`config.mk`:
```
export PLATFORM = sky130hd
export DESIGN_NAME = uart_stream_fifo
export DESIGN_NICKNAME = d
export VERILOG_FILES = /design/src/rtl/uart_stream_fifo_pkg.sv /design/src/rtl/fifo_sdp_ram.sv /design/src/rtl/uart_stream_fifo.sv
export SDC_FILE = /design/constraint.sdc
export NUM_CORES = 1
export LEC_CHECK = 0
export ABC_AREA = 1
export BUFFER_PORTS_ARGS = -buffer_cell sky130_fd_sc_hd__buf_2
export CAP_MARGIN = 30
export CORE_UTILIZATION = 25
export CTS_BUF_LIST = sky130_fd_sc_hd__clkbuf_4
export DETAILED_ROUTE_END_ITERATION = 16
export PLACE_DENSITY = 0.39
export SLEW_MARGIN = 25
export SYNTH_ARGS = -nofsm -noshare
export SYNTH_HDL_FRONTEND = slang
export SYNTH_SLANG_ARGS = --single-unit
```
`constraint.sdc`:
```
create_clock -name clk -period 2.2 [get_ports clk]
set_input_delay 0.22 -clock clk [delete_from_list [all_inputs] [get_ports clk]]
set_output_delay 0.22 -clock clk [all_outputs]
set_load 0.05 [all_outputs]
```
`src/rtl/uart_stream_fifo_pkg.sv`:
```
// ---------------------------------------------------------------------------
// uart_stream_fifo_pkg: overflow-policy encodings and drop-counter helper.
// Revision 1.0
// ---------------------------------------------------------------------------
`default_nettype none

package uart_stream_fifo_pkg;

  localparam int FIFO_OVF_DROP      = 0;
  localparam int FIFO_OVF_OVERWRITE = 1;
  localparam int DROP_CNT_WIDTH     = 16;

  function automatic logic [DROP_CNT_WIDTH-1:0] sat_inc(input logic [DROP_CNT_WIDTH-1:0] value);
    return (&value) ? value : value + 1'b1;
  endfunction

endpackage

`default_nettype wire

```
`src/rtl/fifo_sdp_ram.sv`:
```
// ---------------------------------------------------------------------------
// fifo_sdp_ram: simple dual-port RAM, one write port, registered read-first read port.
// Revision 1.0
// ---------------------------------------------------------------------------
`default_nettype none

module fifo_sdp_ram #(
  parameter int DATA_WIDTH = 8,
  parameter int ADDR_WIDTH = 4
) (
  input  logic                  clk,
  input  logic                  rst,
  input  logic                  write_en,
  input  logic [ADDR_WIDTH-1:0] write_addr,
  input  logic [DATA_WIDTH-1:0] write_data,
  input  logic                  read_en,
  input  logic [ADDR_WIDTH-1:0] read_addr,
  output logic [DATA_WIDTH-1:0] read_data
);

  logic [DATA_WIDTH-1:0] mem [0:(1<<ADDR_WIDTH)-1];

  always_ff @(posedge clk) begin
    if (write_en) mem[write_addr] <= write_data;
  end

  // Non-blocking update makes a same-address read return the old entry.
  always_ff @(posedge clk) begin
    if (rst)          read_data <= '0;
    else if (read_en) read_data <= mem[read_addr];
  end

endmodule

`default_nettype wire

```
`src/rtl/uart_stream_fifo.sv`:
```
// ---------------------------------------------------------------------------
// uart_stream_fifo: parametrised stream FIFO with occupancy flags and drop counter.
// Revision 1.0
// ---------------------------------------------------------------------------
`default_nettype none

module uart_stream_fifo
  import uart_stream_fifo_pkg::*;
#(
  parameter int DATA_WIDTH    = 8,
  parameter int ADDR_WIDTH    = 4,
  parameter int OVERFLOW_MODE = FIFO_OVF_DROP,
  parameter int AFULL_LEVEL   = (1 << ADDR_WIDTH) - 1,
  parameter int AEMPTY_LEVEL  = 1
) (
  input  logic                      clk,
  input  logic                      rst,
  input  logic                      flush,
  input  logic                      write_strobe,
  input  logic [DATA_WIDTH-1:0]     write_data,
  input  logic                      read_strobe,
  output logic [DATA_WIDTH-1:0]     read_data,
  output logic                      read_valid,
  output logic [ADDR_WIDTH:0]       count,
  output logic [ADDR_WIDTH:0]       write_available,
  output logic [ADDR_WIDTH:0]       size,
  output logic                      full,
  output logic                      empty,
  output logic                      almost_full,
  output logic                      almost_empty,
  output logic                      overflow,
  output logic                      underflow,
  output logic [DROP_CNT_WIDTH-1:0] drop_count
);

  localparam int                  DEPTH     = 1 << ADDR_WIDTH;
  localparam logic [ADDR_WIDTH:0] DEPTH_V   = (ADDR_WIDTH+1)'(DEPTH);
  localparam logic [ADDR_WIDTH:0] AFULL_V   = (ADDR_WIDTH+1)'(AFULL_LEVEL);
  localparam logic [ADDR_WIDTH:0] AEMPTY_V  = (ADDR_WIDTH+1)'(AEMPTY_LEVEL);
  localparam bit                  OVERWRITE = (OVERFLOW_MODE == FIFO_OVF_OVERWRITE);

  logic [ADDR_WIDTH-1:0] wr_ptr;
  logic [ADDR_WIDTH-1:0] rd_ptr;
  logic                  rd_accept;
  logic                  wr_accept;
  logic                  wr_full_hit;
  logic                  overwrite;

  assign full            = (count == DEPTH_V);
  assign empty           = (count == '0);
  assign almost_full     = (count >= AFULL_V);
  assign almost_empty    = (count <= AEMPTY_V);
  assign write_available = DEPTH_V - count;
  assign size            = DEPTH_V;

  // A read accepted in the same cycle frees the slot, so a full FIFO still takes the write.
  assign rd_accept   = read_strobe && !empty && !flush && !rst;
  assign wr_full_hit = write_strobe && full && !rd_accept && !flush && !rst;
  assign overwrite   = wr_full_hit && OVERWRITE;
  assign wr_accept   = write_strobe && !flush && !rst && (!full || rd_accept || OVERWRITE);

  fifo_sdp_ram #(
    .DATA_WIDTH (DATA_WIDTH),
    .ADDR_WIDTH (ADDR_WIDTH)
  ) u_ram (
    .clk        (clk),
    .rst        (rst),
    .write_en   (wr_accept),
    .write_addr (wr_ptr),
    .write_data (write_data),
    .read_en    (rd_accept),
    .read_addr  (rd_ptr),
    .read_data  (read_data)
  );

  always_ff @(posedge clk) begin
    if (rst) begin
      wr_ptr     <= '0;
      rd_ptr     <= '0;
      count      <= '0;
      read_valid <= 1'b0;
      overflow   <= 1'b0;
      underflow  <= 1'b0;
      drop_count <= '0;
    end else if (flush) begin
      wr_ptr     <= '0;
      rd_ptr     <= '0;
      count      <= '0;
      read_valid <= 1'b0;
      overflow   <= 1'b0;
      underflow  <= 1'b0;
    end else begin
      read_valid <= rd_accept;
      underflow  <= read_strobe && empty;
      overflow   <= wr_full_hit;
      if (wr_accept) wr_ptr <= wr_ptr + 1'b1;
      if (rd_accept || overwrite) rd_ptr <= rd_ptr + 1'b1;
      if (wr_full_hit) drop_count <= sat_inc(drop_count);
      if (wr_accept && !rd_accept && !overwrite) count <= count + 1'b1;
      else if (rd_accept && !wr_accept)          count <= count - 1'b1;
    end
  end

endmodule

`default_nettype wire

```
# == Yosys cells after proc, flatten, opt, wreduce, memory -nomap -nowiden ==
# Memory sizes are Yosys's and may differ from the RTL's. A register that Yosys moved wholly into a read port is not among the register bits.
# Index checks and enable logic that the tools add are counted.
# word_totals
register_bits,32
mem_bits_rw,128
in_bits,13
elab_cells,48
mem_count,1
# mem_list
memory,words,word_bits,read_ports,rd_clocked_by_memory_dff,write_ports,line,text
u_ram.mem,16,8,1,1,1,fifo_sdp_ram.sv:21,logic [DATA_WIDTH-1:0] mem [0:(1<<ADDR_WIDTH)-1];
# op_classes
add_sub_neg,6
order_cmp,2
n_eq_ne,1
mux,4
bitwise,2
reduce_logical,25
# ops
operator,n
16-bit by 1-bit adder with 16-bit output (second input constant),1
16-bit AND reduction,1
1-bit logical AND,13
5-bit two-way mux,2
4-bit by 1-bit adder with 4-bit output (second input constant),2
1-bit logical NOT,6
5-bit by 1-bit adder with 5-bit output (second input constant),1
5-bit == test (second input constant),1
5-bit by 4-bit >= comparator with 1-bit output (second input constant),1
5-bit by 1-bit less-or-equal comparator with 1-bit output (second input constant),1
5-bit logical NOT,1
5-bit by 1-bit subtractor with 5-bit output (second input constant),1
5-bit subtractor (first input constant),1
3-bit AND reduction,1
1-bit two-way mux,2
1-bit inverter,2
2-bit nonzero test,1
2-bit OR reduction,1
1-bit logical OR,1

# == Logic depth before layout (Yosys ltp) ==
# Gate-level depths: netlist of the first run.
# logic_depth
depth_word,11
mapped_depth,16

# == Modules after synthesis ==
# From an unflattened synthesis of the first run, not the netlist that was laid out.
# hier_totals
hier_cells,771
area_unflattened_um2,7507.2
# modules_own_cells
mod,instances,cells_per_inst,area_per_inst_um2
fifo_sdp_ram,1,490,5577.8
uart_stream_fifo,1,281,1929.4

# == Least setup slack after synthesis of the first run ==
# OpenSTA, ideal clock, no wires.
# synth_timing
kind,register -> register
from,reg count[0]
to,"mem u_ram.mem[3][0], enable pin"
arrival_time_ps,2697
setup_slack_ps,-867
path_stages_with_launch,13
cell_sequence,dfxtp_1 -> inv_1 -> ha_1 -> nand2_1 -> nor2_1 -> ha_1 -> inv_1 -> nand3_2 -> nand2_1 -> nand2_1 -> inv_2 -> nand3_1 -> nor2_1
# synth_via
elab_chain_cells,9
# synth_rtl
item,line,text
"start, declared",uart_stream_fifo.sv:24,"output logic [ADDR_WIDTH:0] count,"
"start signal, assigned",uart_stream_fifo.sv:99,if (wr_accept && !rd_accept && !overwrite) count <= count + 1'b1;
"start signal, assigned",uart_stream_fifo.sv:100,else if (rd_accept && !wr_accept) count <= count - 1'b1;
5-bit logical NOT,uart_stream_fifo.sv:50,assign empty = (count == '0);
via empty,uart_stream_fifo.sv:28,"output logic empty,"
1-bit logical NOT,uart_stream_fifo.sv:57,assign rd_accept = read_strobe && !empty && !flush && !rst;
1-bit logical AND (3 in series),uart_stream_fifo.sv:57,
1-bit logical OR,uart_stream_fifo.sv:60,assign wr_accept = write_strobe && !flush && !rst && (!full || rd_accept || OVERWRITE);
1-bit logical AND,uart_stream_fifo.sv:60,
via u_ram.write_en,fifo_sdp_ram.sv:13,"input logic write_en,"
1-bit two-way mux,fifo_sdp_ram.sv:24,if (write_en) mem[write_addr] <= write_data;
1-bit two-way mux (implied by the code),fifo_sdp_ram.sv:24,
"end, declared",fifo_sdp_ram.sv:21,
# The timed path passes the listed nets, and every way through them passes these cells.

# == Worst setup path in the final report of the first run ==
# layout_timing
from,reg count[0]
to,out almost_full
# layout_via
elab_chain_cells,1
# layout_rtl
item,line,text
5-bit by 4-bit >= comparator with 1-bit output,uart_stream_fifo.sv:51,assign almost_full = (count >= AFULL_V);
"end, declared",uart_stream_fifo.sv:29,"output logic almost_full,"
# No other way between the ends.

==> flow_metrics.env, run 1 <==
export IMPL_status="finished, violations left"
export IMPL_failed_checks="setup timing"
export IMPL_synth_area_leaders="edfxtp_1 (50%), nand2_1 (14%), dfxtp_1 (10%)"
export IMPL_grt_pass1_wl_um=32100
export IMPL_place_ws_ps=92.0
export IMPL_gr_usage_all_layers_pct=13.8
export IMPL_clkTransAtPathRegs_ps=190
export IMPL_pwr_share_seq_pct=58.7
export IMPL_num_rows=64
export IMPL_antenna_found_initial=1
export IMPL_p_per_area_nw_per_um2=630
export IMPL_clock_sinks=168
export IMPL_cp_start_kind="flop"
export IMPL_cp_top_family="simple AND/OR/NAND/NOR gates"
export IMPL_finalCriticalPeriod_ps=2280
export IMPL_portBuffers=53
export IMPL_cap_violations=0
export IMPL_internal_power_uw=4180
export IMPL_required_ps=1980
export IMPL_path_buf_inv=3
export IMPL_slowest_stage="dfxtp_4"
export IMPL_areaGrowthSynthToFinish_pct=19.7
export IMPL_tightestPinTransition_ps=673
export IMPL_total_power_uw=5850
export IMPL_syn_inst=853
export IMPL_fin_skew_ps=47.6
export IMPL_wire_per_inst_um=15.4
export IMPL_drc=0
export IMPL_die_area_um2=31800
export IMPL_p_sw_uw=1680
export IMPL_yosys_warnings=0
export IMPL_synth_top_cell_area_share_pct=49.5
export IMPL_grt_max_degree=52
export IMPL_fp_dieH_um=178
export IMPL_cts_tree="yes"
export IMPL_viasPerCell=4.21
export IMPL_nFillCells=3250
export IMPL_fmax_ghz=0.439
export IMPL_crit_fanout=2
export IMPL_clockPowerShare_pct=33.3
export IMPL_clk_latency_ps=610
export IMPL_first_pass_iters=6
export IMPL_tns_ps=-76.6
export IMPL_p_leak_uw=0.00379
export IMPL_ys_seq_elements=168
export IMPL_switching_share_pct=28.6
export IMPL_yosysSeqAreaShare_pct=59.8
export IMPL_path_class="reg -> out"
export IMPL_use_met2_pct=23.5
export IMPL_critPathArrivalTime_ps=2060
export IMPL_fin_crit_sh_pct=103
export IMPL_avgSynthCellArea_um2=9.10
export IMPL_vias=5628
export IMPL_clk_path_buf_depth=2
export IMPL_io_pins=59
export IMPL_cts_root_buf="clkbuf_4"
export IMPL_die_w_um=178
export IMPL_slowest_delay_ps=390
export IMPL_fin_nets=955
export IMPL_drtIter0Drc=362
export IMPL_slew_violations=0
export IMPL_p_comb_share_pct=8.0
export IMPL_yosysTopAreaCell="edfxtp_1"
export IMPL_ir_worst_vdd_v=0.000328
export IMPL_fin_cells=1338
export IMPL_overflow=0
export IMPL_gp_congestion=0.753
export IMPL_met3_usage_pct=2.62
export IMPL_yosysUniqueCellTypes=33
export IMPL_placed_area_um2=8760
export IMPL_core_area_um2=30600
export IMPL_initial_core_util_pct=25.4
export IMPL_rsz0062_at_grt="true"
export IMPL_dp_hpwl_um=13600
export IMPL_dp_cells=1291
export IMPL_htree_levels=4
export IMPL_ant_nets=0
export IMPL_drive_above_1_share_pct=20.4
export IMPL_numCtsBuffers=17
export IMPL_first_global_vias=5546
export IMPL_cp_end_kind="output pin"
export IMPL_fin_area_um2=9290
export IMPL_finalSetupViolations=1
export IMPL_gr_usage_met1_pct=17.8
export IMPL_slew_headroom_pct=55.1
export IMPL_hold_path_class="in -> reg"
export IMPL_hold_violations=0
export IMPL_grt_busiest_layer="met2"
export IMPL_setup_ws_ps=-76.6
export IMPL_synthesis_area_um2=7760
export IMPL_path_cells="buf_6 -> ha_4 -> inv_4 -> nor3_2 -> ha_2 -> or3_4 -> buf_8"
export IMPL_finalWirelength_um=20600
cells by family (layout without fill, tap and decap cells):
family	after synthesis	in the layout	share of synthesized area (%)
buffers and inverters	149	234	7.99
other	2	6	0.0967
AND/OR/NAND/NOR	465	465	25.5
flip-flops	168	168	59.8
adder cells (fa/ha/maj)	14	14	2.26
XOR/XNOR	9	9	1.02
AO/OA/AOI/OAI	46	46	3.30
cells in the final DEF (no fill, tap or decap), types with 5 or more instances in the layout:
master	synthesis	layout
conb_1	2	5
edfxtp_1	128	128
ha_1	14	8
clkbuf_4	0	18
nor2_1	41	24
inv_1	102	97
a21oi_1	21	20
inv_6	0	5
buf_4	8	23
inv_8	0	6
nor2_4	4	20
nand2_1	294	288
a21oi_2	7	8
nand2_2	7	10
nand3_1	102	101
buf_2	10	49
o21ai_0	17	14
dfxtp_1	40	35
xnor2_1	6	6
buf_6	1	8
inv_2	8	9
ha_4	0	5
synthesized netlist by cell type:
| master | n |
|---|---|
| buf_8 | 1 |
| nor3b_1 | 1 |
| inv_2 | 8 |
| edfxtp_1 | 128 |
| buf_4 | 8 |
| nor2_2 | 2 |
| nand2_8 | 1 |
| inv_1 | 102 |
| conb_1 | 2 |
| ha_1 | 14 |
| nand2_2 | 7 |
| nand2_1 | 294 |
| or3_1 | 1 |
| nand3b_1 | 1 |
| nor2_4 | 4 |
| buf_2 | 10 |
| clkbuf_1 | 13 |
| clkinv_1 | 2 |
| nand3_1 | 102 |
| nand4_1 | 4 |
| nand3_2 | 1 |
| nor3_1 | 5 |
| xor2_1 | 3 |
| buf_6 | 1 |
| dfxtp_1 | 40 |
| nor2_1 | 41 |
| xnor2_1 | 6 |
| a21oi_2 | 7 |
| o21ai_0 | 17 |
| buf_1 | 4 |
| a21oi_1 | 21 |
| nand2_4 | 1 |
| o21ai_1 | 1 |
worst paths after layout:
check	start	endpoint	slack [ps]	cells after the start
setup / recovery	count[0]$_SDFFE_PP0P_	almost_full	-80	7
hold / removal	write_data[2]	u_ram.mem[13][2]$_DFFE_PP_	40	1
setup reg to reg	count[0]$_SDFFE_PP0P_	count[2]$_SDFFE_PP0P_	20	16
hold reg to reg	drop_count[14]$_SDFFE_PP0P_	drop_count[14]$_SDFFE_PP0P_	540	2
per-layer routing:
layer	vias up	wire length (um)
met5	-	0
met4	0	202
met3	15	406
met2	64	10400
met1	2667	9680
li1	2882	-
through the flow:
step / hold slack [ps] / util [%]
floorplan: 319 / -
global placement: 500 / 28.6
detailed placement: 501 / 28.6
CTS: 0.813 / 30.1
global route: 1.33 / 30.4
finish: 42.7 / 30.4
repair_timing:
item,4_1_cts,5_1_grt
hold endpoints to repair,4,9
buffers inserted,11,0
pin swaps,3,9
endpoints found under the setup margin,2,81
resized for setup,11,21
hold buffers,2,2
gates cloned,0,0
sequential cells by signal (all words and copies together) (netlist names):
signal,flops
overflow,1
underflow,1
wr_ptr,4
drop_count,16
u_ram.read_data,8
count,5
read_valid,1
u_ram.mem,128
rd_ptr,4
power by group through the flow:
stage          combinational [uW]  sequential (uW)  clock, uW
3_5_place_dp                  457             3510          0
4_1_cts                       467             3440       2040
6_report                      466             3440       1950
3_3_place_gp                  460             3510          0
2_1_floorplan                 266             3550          0
5_1_grt                       517             3440       2160
area by class of cell:
| class | count | area [um2] | share of cell area, % |
|---|---|---|---|
| clock inverter | 15 | 170 | 1.83 |
| timing repair buffer | 90 | 651 | 7.00 |
| clock buffer | 17 | 128 | 1.37 |
| inverter | 112 | 433 | 4.66 |
| multi-input combinational | 539 | 2760 | 29.7 |
| antenna | 1 | 2.50 | 0.0269 |
| sequential | 168 | 4660 | 50.1 |
| tap | 396 | 495 | 5.33 |
(Power assumes the default switching activity.)
==> run 2: changes to the inputs <==
--- a/config.mk
+++ b/config.mk
@@ -8,10 +8,10 @@
 export ABC_AREA = 1
 export BUFFER_PORTS_ARGS = -buffer_cell sky130_fd_sc_hd__buf_2
 export CAP_MARGIN = 30
-export CORE_UTILIZATION = 25
+export CORE_UTILIZATION = 51
 export CTS_BUF_LIST = sky130_fd_sc_hd__clkbuf_4
 export DETAILED_ROUTE_END_ITERATION = 16
-export PLACE_DENSITY = 0.39
+export PLACE_DENSITY = 0.7
 export SLEW_MARGIN = 25
 export SYNTH_ARGS = -nofsm -noshare
 export SYNTH_HDL_FRONTEND = slang
==> flow_metrics.env, run 2 (synthesized netlist as in run 1, its figures left out) <==
export IMPL_status="completed"
export IMPL_htree_levels=4
export IMPL_numCtsBuffers=17
export IMPL_r2r_start="count[0]$_SDFFE_PP0P_"
export IMPL_fin_cells=1113
export IMPL_final_util_pct=60.3
export IMPL_finalSetupViolations=0
export IMPL_switching_share_pct=24.3
export IMPL_finalWirelength_um=17600
export IMPL_drive_above_1_share_pct=19.4
export IMPL_reg2reg_depth=15
export IMPL_layout_commonest_cell="nand2_1"
export IMPL_fin_nets=943
export IMPL_tightestPinTransition_ps=682
export IMPL_path_class="reg -> out"
export IMPL_p_per_area_nw_per_um2=651
export IMPL_hold_path_class="in -> reg"
export IMPL_path_cells="ha_2 -> inv_2 -> nor3_1 -> ha_2 -> or3_4 -> buf_8"
export IMPL_p_comb_share_pct=7.9
export IMPL_path_buf_inv=2
export IMPL_initial_core_util_pct=52.8
export IMPL_required_ps=1980
export IMPL_slowest_stage="dfxtp_4"
export IMPL_ir_worst_vdd_v=0.000450
export IMPL_io_pins=59
export IMPL_cts_tree="yes"
export IMPL_p_leak_uw=0.00369
export IMPL_place_ws_ps=97.9
export IMPL_finalCriticalPeriod_ps=2110
export IMPL_portBuffers=53
export IMPL_hold_violations=0
export IMPL_drtIter0Drc=426
export IMPL_clk_latency_ps=570
export IMPL_wire_per_inst_um=15.8
export IMPL_clkTransAtPathRegs_ps=140
export IMPL_nFillCells=1222
export IMPL_cts_root_buf="clkbuf_4"
export IMPL_gr_usage_all_layers_pct=23.2
export IMPL_min_path_cells=1
export IMPL_slew_headroom_pct=54.5
export IMPL_overflow=0
export IMPL_path_common_cell="ha_2"
export IMPL_fin_skew_ps=15.0
export IMPL_grt_pass1_wl_um=27400
export IMPL_cap_violations=0
export IMPL_internal_power_uw=4360
export IMPL_r2r_slack_ps=90
export IMPL_fin_crit_sh_pct=96.1
export IMPL_grt_max_degree=66
export IMPL_viasPerCell=5.24
export IMPL_regMostFlops="u_ram.mem"
export IMPL_fp_dieH_um=125
export IMPL_final_cell_mix="nand2_1 (289), edfxtp_1 (128), nand3_1 (101)"
export IMPL_pwr_share_seq_pct=59.6
export IMPL_path_depth=6
export IMPL_crit_fanout=3
export IMPL_cp_top_family="flip-flops"
export IMPL_die_w_um=125
export IMPL_worstSetupStartpoint="count[0]$_SDFFE_PP0P_"
export IMPL_clk_path_buf_depth=2
export IMPL_reg_top3="u_ram.mem x128, drop_count x16, u_ram.read_data x8"
export IMPL_diodes=0
export IMPL_die_area_um2=15700
export IMPL_largest_reg_flops=128
export IMPL_gp_congestion=0.913
export IMPL_slew_violations=0
export IMPL_fmax_ghz=0.473
export IMPL_hold_ws_ps=63.2
export IMPL_r2r_end="count[2]$_SDFFE_PP0P_"
export IMPL_cp_start_kind="flop"
export IMPL_vias=5833
export IMPL_dp_hpwl_um=11600
export IMPL_first_pass_iters=13
export IMPL_cp_end_kind="output pin"
export IMPL_num_rows=44
export IMPL_ant_nets=0
export IMPL_drc=0
export IMPL_setup_ws_ps=85.5
export IMPL_p_sw_uw=1400
export IMPL_core_area_um2=14700
export IMPL_clockPowerShare_pct=32.5
export IMPL_worstSetupEndpoint="almost_full"
export IMPL_clock_sinks=168
export IMPL_first_global_vias=5202
export IMPL_antenna_found_initial=0
export IMPL_slowest_delay_ps=390
export IMPL_areaGrowthSynthToFinish_pct=14.1
export IMPL_critPathArrivalTime_ps=1890
export IMPL_dp_cells=1072
run 2: layer usage:
| metal | track usage (%) | up-vias | wire length [um] |
|---|---|---|---|
| met1 | 29.7 | 2733 | 7470 |
| met2 | 39.5 | 203 | 8770 |
| met3 | 3.64 | 33 | 947 |
| li1 | - | 2864 | - |
| met5 | 0 | - | 0 |
| met4 | 9.40 | 0 | 419 |
run 2: what timing repair did:
| action | in CTS | in global routing |
|---|---|---|
| pin swaps | 1 | 6 |
| buffers inserted | 2 | 6 |
| setup endpoints to repair | 1 | 51 |
| hold buffers | 1 | 0 |
| resized for setup | 5 | 10 |
| hold endpoints to repair | 1 | 0 |
run 2: cell type report:
class                   count  area [um2]  share of cell area, %
clock buffers              20         150                   1.69
clock inverters            12         150                   1.69
inverters                 112         435                   4.91
multi-input cells         539        2720                   30.7
flip-flops and latches    168        4660                   52.5
well taps                 184         230                   2.60
repair buffers             78         519                   5.86
run 2: worst min path at each step:
stage	start	to
2_1_floorplan	write_data[0]	u_ram.mem[0][0]$_DFFE_PP_
3_3_place_gp	read_strobe	underflow$_SDFF_PP0_
3_5_place_dp	read_strobe	underflow$_SDFF_PP0_
4_1_cts	write_data[7]	u_ram.mem[12][7]$_DFFE_PP_
5_1_grt	write_data[7]	u_ram.mem[15][7]$_DFFE_PP_
6_report	write_data[7]	u_ram.mem[13][7]$_DFFE_PP_
run 2: metrics by stage:
step / power, uW / cell area [um2] / setup TNS (ps)
final: 5770 / 8860 / 0
after global placement: 3940 / 8430 / 0
after global routing: 5960 / 8860 / -99.1
after detailed placement: 3940 / 8430 / 0
after floorplan: 3820 / 7980 / 0
after CTS: 5780 / 8780 / 0
run 2: power groups by stage:
stage                     combinational, uW  clock [uW]  sequential [uW]
final                                   458        1870             3440
after global routing                    492        2030             3440
after CTS                               437        1910             3440
after detailed placement                431           0             3510
after global placement                  430           0             3510
after floorplan                         266           0             3550
==> run 3: changes to the inputs <==
--- a/config.mk
+++ b/config.mk
@@ -8,10 +8,10 @@
 export ABC_AREA = 1
 export BUFFER_PORTS_ARGS = -buffer_cell sky130_fd_sc_hd__buf_2
 export CAP_MARGIN = 30
-export CORE_UTILIZATION = 51
+export CORE_UTILIZATION = 50
 export CTS_BUF_LIST = sky130_fd_sc_hd__clkbuf_4
 export DETAILED_ROUTE_END_ITERATION = 16
-export PLACE_DENSITY = 0.7
+export PLACE_DENSITY = 0.69
 export SLEW_MARGIN = 25
 export SYNTH_ARGS = -nofsm -noshare
 export SYNTH_HDL_FRONTEND = slang
==> flow_metrics.env, run 3 (synthesized netlist as in run 1, its figures left out) <==
export IMPL_antenna_found_initial=1
export IMPL_tns_ps=0
export IMPL_slew_violations=0
export IMPL_finalSetupViolations=0
export IMPL_ir_worst_vdd_v=0.000560
export IMPL_use_met2_pct=36.8
export IMPL_multi_input_area_um2=2720
export IMPL_hold_violations=0
export IMPL_cp_start_kind="flop"
export IMPL_layout_commonest_cell="nand2_1"
export IMPL_numCtsBuffers=17
export IMPL_reg_top3="u_ram.mem x128, drop_count x16, u_ram.read_data x8"
export IMPL_first_pass_iters=7
export IMPL_portBuffers=53
export IMPL_drtIter0Drc=507
export IMPL_ant_nets=0
export IMPL_largest_reg_flops=128
export IMPL_cts_tree="yes"
export IMPL_grt_busiest_layer="met2"
export IMPL_cap_violations=0
export IMPL_gr_usage_all_layers_pct=22.9
export IMPL_finalWirelength_um=17000
export IMPL_fmax_ghz=0.476
export IMPL_clk_latency_ps=590
export IMPL_hold_path_end="wr_ptr[3]$_SDFFE_PP0P_"
export IMPL_nFillCells=1364
export IMPL_fin_crit_sh_pct=95.4
export IMPL_first_global_vias=5352
export IMPL_p_leak_uw=0.00365
export IMPL_reg2reg_depth=12
export IMPL_dp_cells=1074
export IMPL_die_w_um=127
export IMPL_path_class="reg -> reg"
export IMPL_fin_nets=936
export IMPL_p_per_area_nw_per_um2=647
export IMPL_slowest_delay_ps=410
export IMPL_io_pins=59
export IMPL_hold_path_class="in -> reg"
export IMPL_regMostFlops="u_ram.mem"
export IMPL_grt_max_degree=66
export IMPL_wire_per_inst_um=15.3
export IMPL_r2r_end="u_ram.mem[13][5]$_DFFE_PP_"
export IMPL_clk_path_buf_depth=2
export IMPL_critPathArrivalTime_ps=2370
export IMPL_status="completed"
export IMPL_finalCriticalPeriod_ps=2100
export IMPL_rsz0062_at_grt="false"
export IMPL_dp_hpwl_um=11500
export IMPL_viasPerCell=5.10
export IMPL_r2r_slack_ps=100
export IMPL_core_area_um2=15200
export IMPL_cp_end_kind="flop"
export IMPL_drc=0
export IMPL_overflow=0
export IMPL_clock_sinks=168
export IMPL_die_area_um2=16000
export IMPL_fp_dieH_um=127
export IMPL_num_rows=45
export IMPL_r2r_start="count[1]$_SDFFE_PP0P_"
export IMPL_vias=5664
export IMPL_areaGrowthSynthToFinish_pct=13.1
export IMPL_tightestPinTransition_ps=681
export IMPL_gp_congestion=0.921
export IMPL_htree_levels=4
export IMPL_path_cells="inv_4 -> ha_4 -> nand2_2 -> nor2_4 -> ha_4 -> inv_2 -> nand3_2 -> nand2_1 -> nand2_2 -> inv_4 -> nand2_2 -> nor2_4"
export IMPL_grt_pass1_wl_um=27400
export IMPL_met3_usage_pct=4.05
export IMPL_required_ps=2470
export IMPL_crit_fanout=8
export IMPL_final_cell_mix="nand2_1 (289), edfxtp_1 (128), nand3_1 (101)"
export IMPL_fin_cells=1111
export IMPL_fin_skew_ps=31.2
export IMPL_slowest_stage="dfxtp_4"
export IMPL_slew_headroom_pct=54.6
export IMPL_cts_root_buf="clkbuf_4"
export IMPL_register_area_um2=4660
export IMPL_initial_core_util_pct=51.1
export IMPL_min_path_cells=5
export IMPL_path_common_cell="nand2_2"
export IMPL_gr_usage_met1_pct=30.3
export IMPL_hold_start="flush"
export IMPL_drive_above_1_share_pct=18.3
export IMPL_clkTransAtPathRegs_ps=150
-- run 3: changes by cell type in the layout (fill, tap and decap cells not counted), sizes merged --
cell         previous run  this run
buf                    77        68
bufinv                  3         1
clkbuf                 20        17
clkinv                  7         6
clkinvlp                4         2
diode                   0         1
dlygate4sd3             1         3
inv                   110       118
-- run 3: worst max path at each step --
stage	start	endpoint	slack, ps	cells after the start
2_1_floorplan	count[0]$_SDFFE_PP0P_	u_ram.mem[7][0]$_DFFE_PP_	4	12
3_3_place_gp	count[0]$_SDFFE_PP0P_	u_ram.mem[10][1]$_DFFE_PP_	140	12
3_5_place_dp	count[0]$_SDFFE_PP0P_	u_ram.mem[10][1]$_DFFE_PP_	100	12
4_1_cts	count[0]$_SDFFE_PP0P_	almost_full	5	6
5_1_grt	count[1]$_SDFFE_PP0P_	u_ram.mem[0][3]$_DFFE_PP_	2	12
6_report	count[1]$_SDFFE_PP0P_	u_ram.mem[13][5]$_DFFE_PP_	100	12
-- run 3: cell type report --
class	count	area share, %
Antenna cell	1	0.0285
Clock buffer	17	1.45
Clock inverter	15	1.82
Inverter	112	4.93
Multi-Input combinational cell	539	31.0
Sequential cell	168	53.0
Tap cell	188	2.68
Timing Repair Buffer	71	5.07
-- run 3: per-stage QoR --
stage / cell area (um2) / total power [uW] / setup WS [ps] / hold slack (ps) / util [%]
final: 8780 / 5680 / 101 / 61.8 / 57.7
after detailed placement: 8410 / 3940 / 95.3 / 486 / 55.3
after global routing: 8780 / 5870 / 1.99 / 6.69 / 57.7
after floorplan: 7980 / 3820 / 4.19 / 319 / -
after global placement: 8410 / 3940 / 138 / 490 / 55.3
after CTS: 8730 / 5710 / 4.68 / 13.3 / 57.4
-- run 3: report_power, final --
group          switching [uW]  internal [uW]
Combinational             329            112
Clock                    1190            611
Sequential               13.7           3420
Total                    1530           4150
-- run 3: per-layer routing --
metal	part of all wire, %	up-vias
met3	4.8	32
met2	49	160
met5	0	-
met1	44	2614
met4	2.6	0
li1	-	2858
-- run 3: critical path: cells and delay by family (launching register included) --
| kind | cells | cell delay (ps) |
|---|---|---|
| flip-flops | 1 | 410 |
| AND/OR/NAND/NOR | 7 | 820 |
| adder cells (fa/ha/maj) | 2 | 330 |
| buffers and inverters | 3 | 240 |
-- run 3: timing repair --
item / 4_1_cts / 5_1_grt
resized for setup: 6 / 7
setup buffers: 1 / 0
hold buffers: 1 / 2
hold endpoints to repair: 3 / 4
gates cloned: 0 / 0
pin swaps: 0 / 2
setup endpoints to repair: 1 / 27
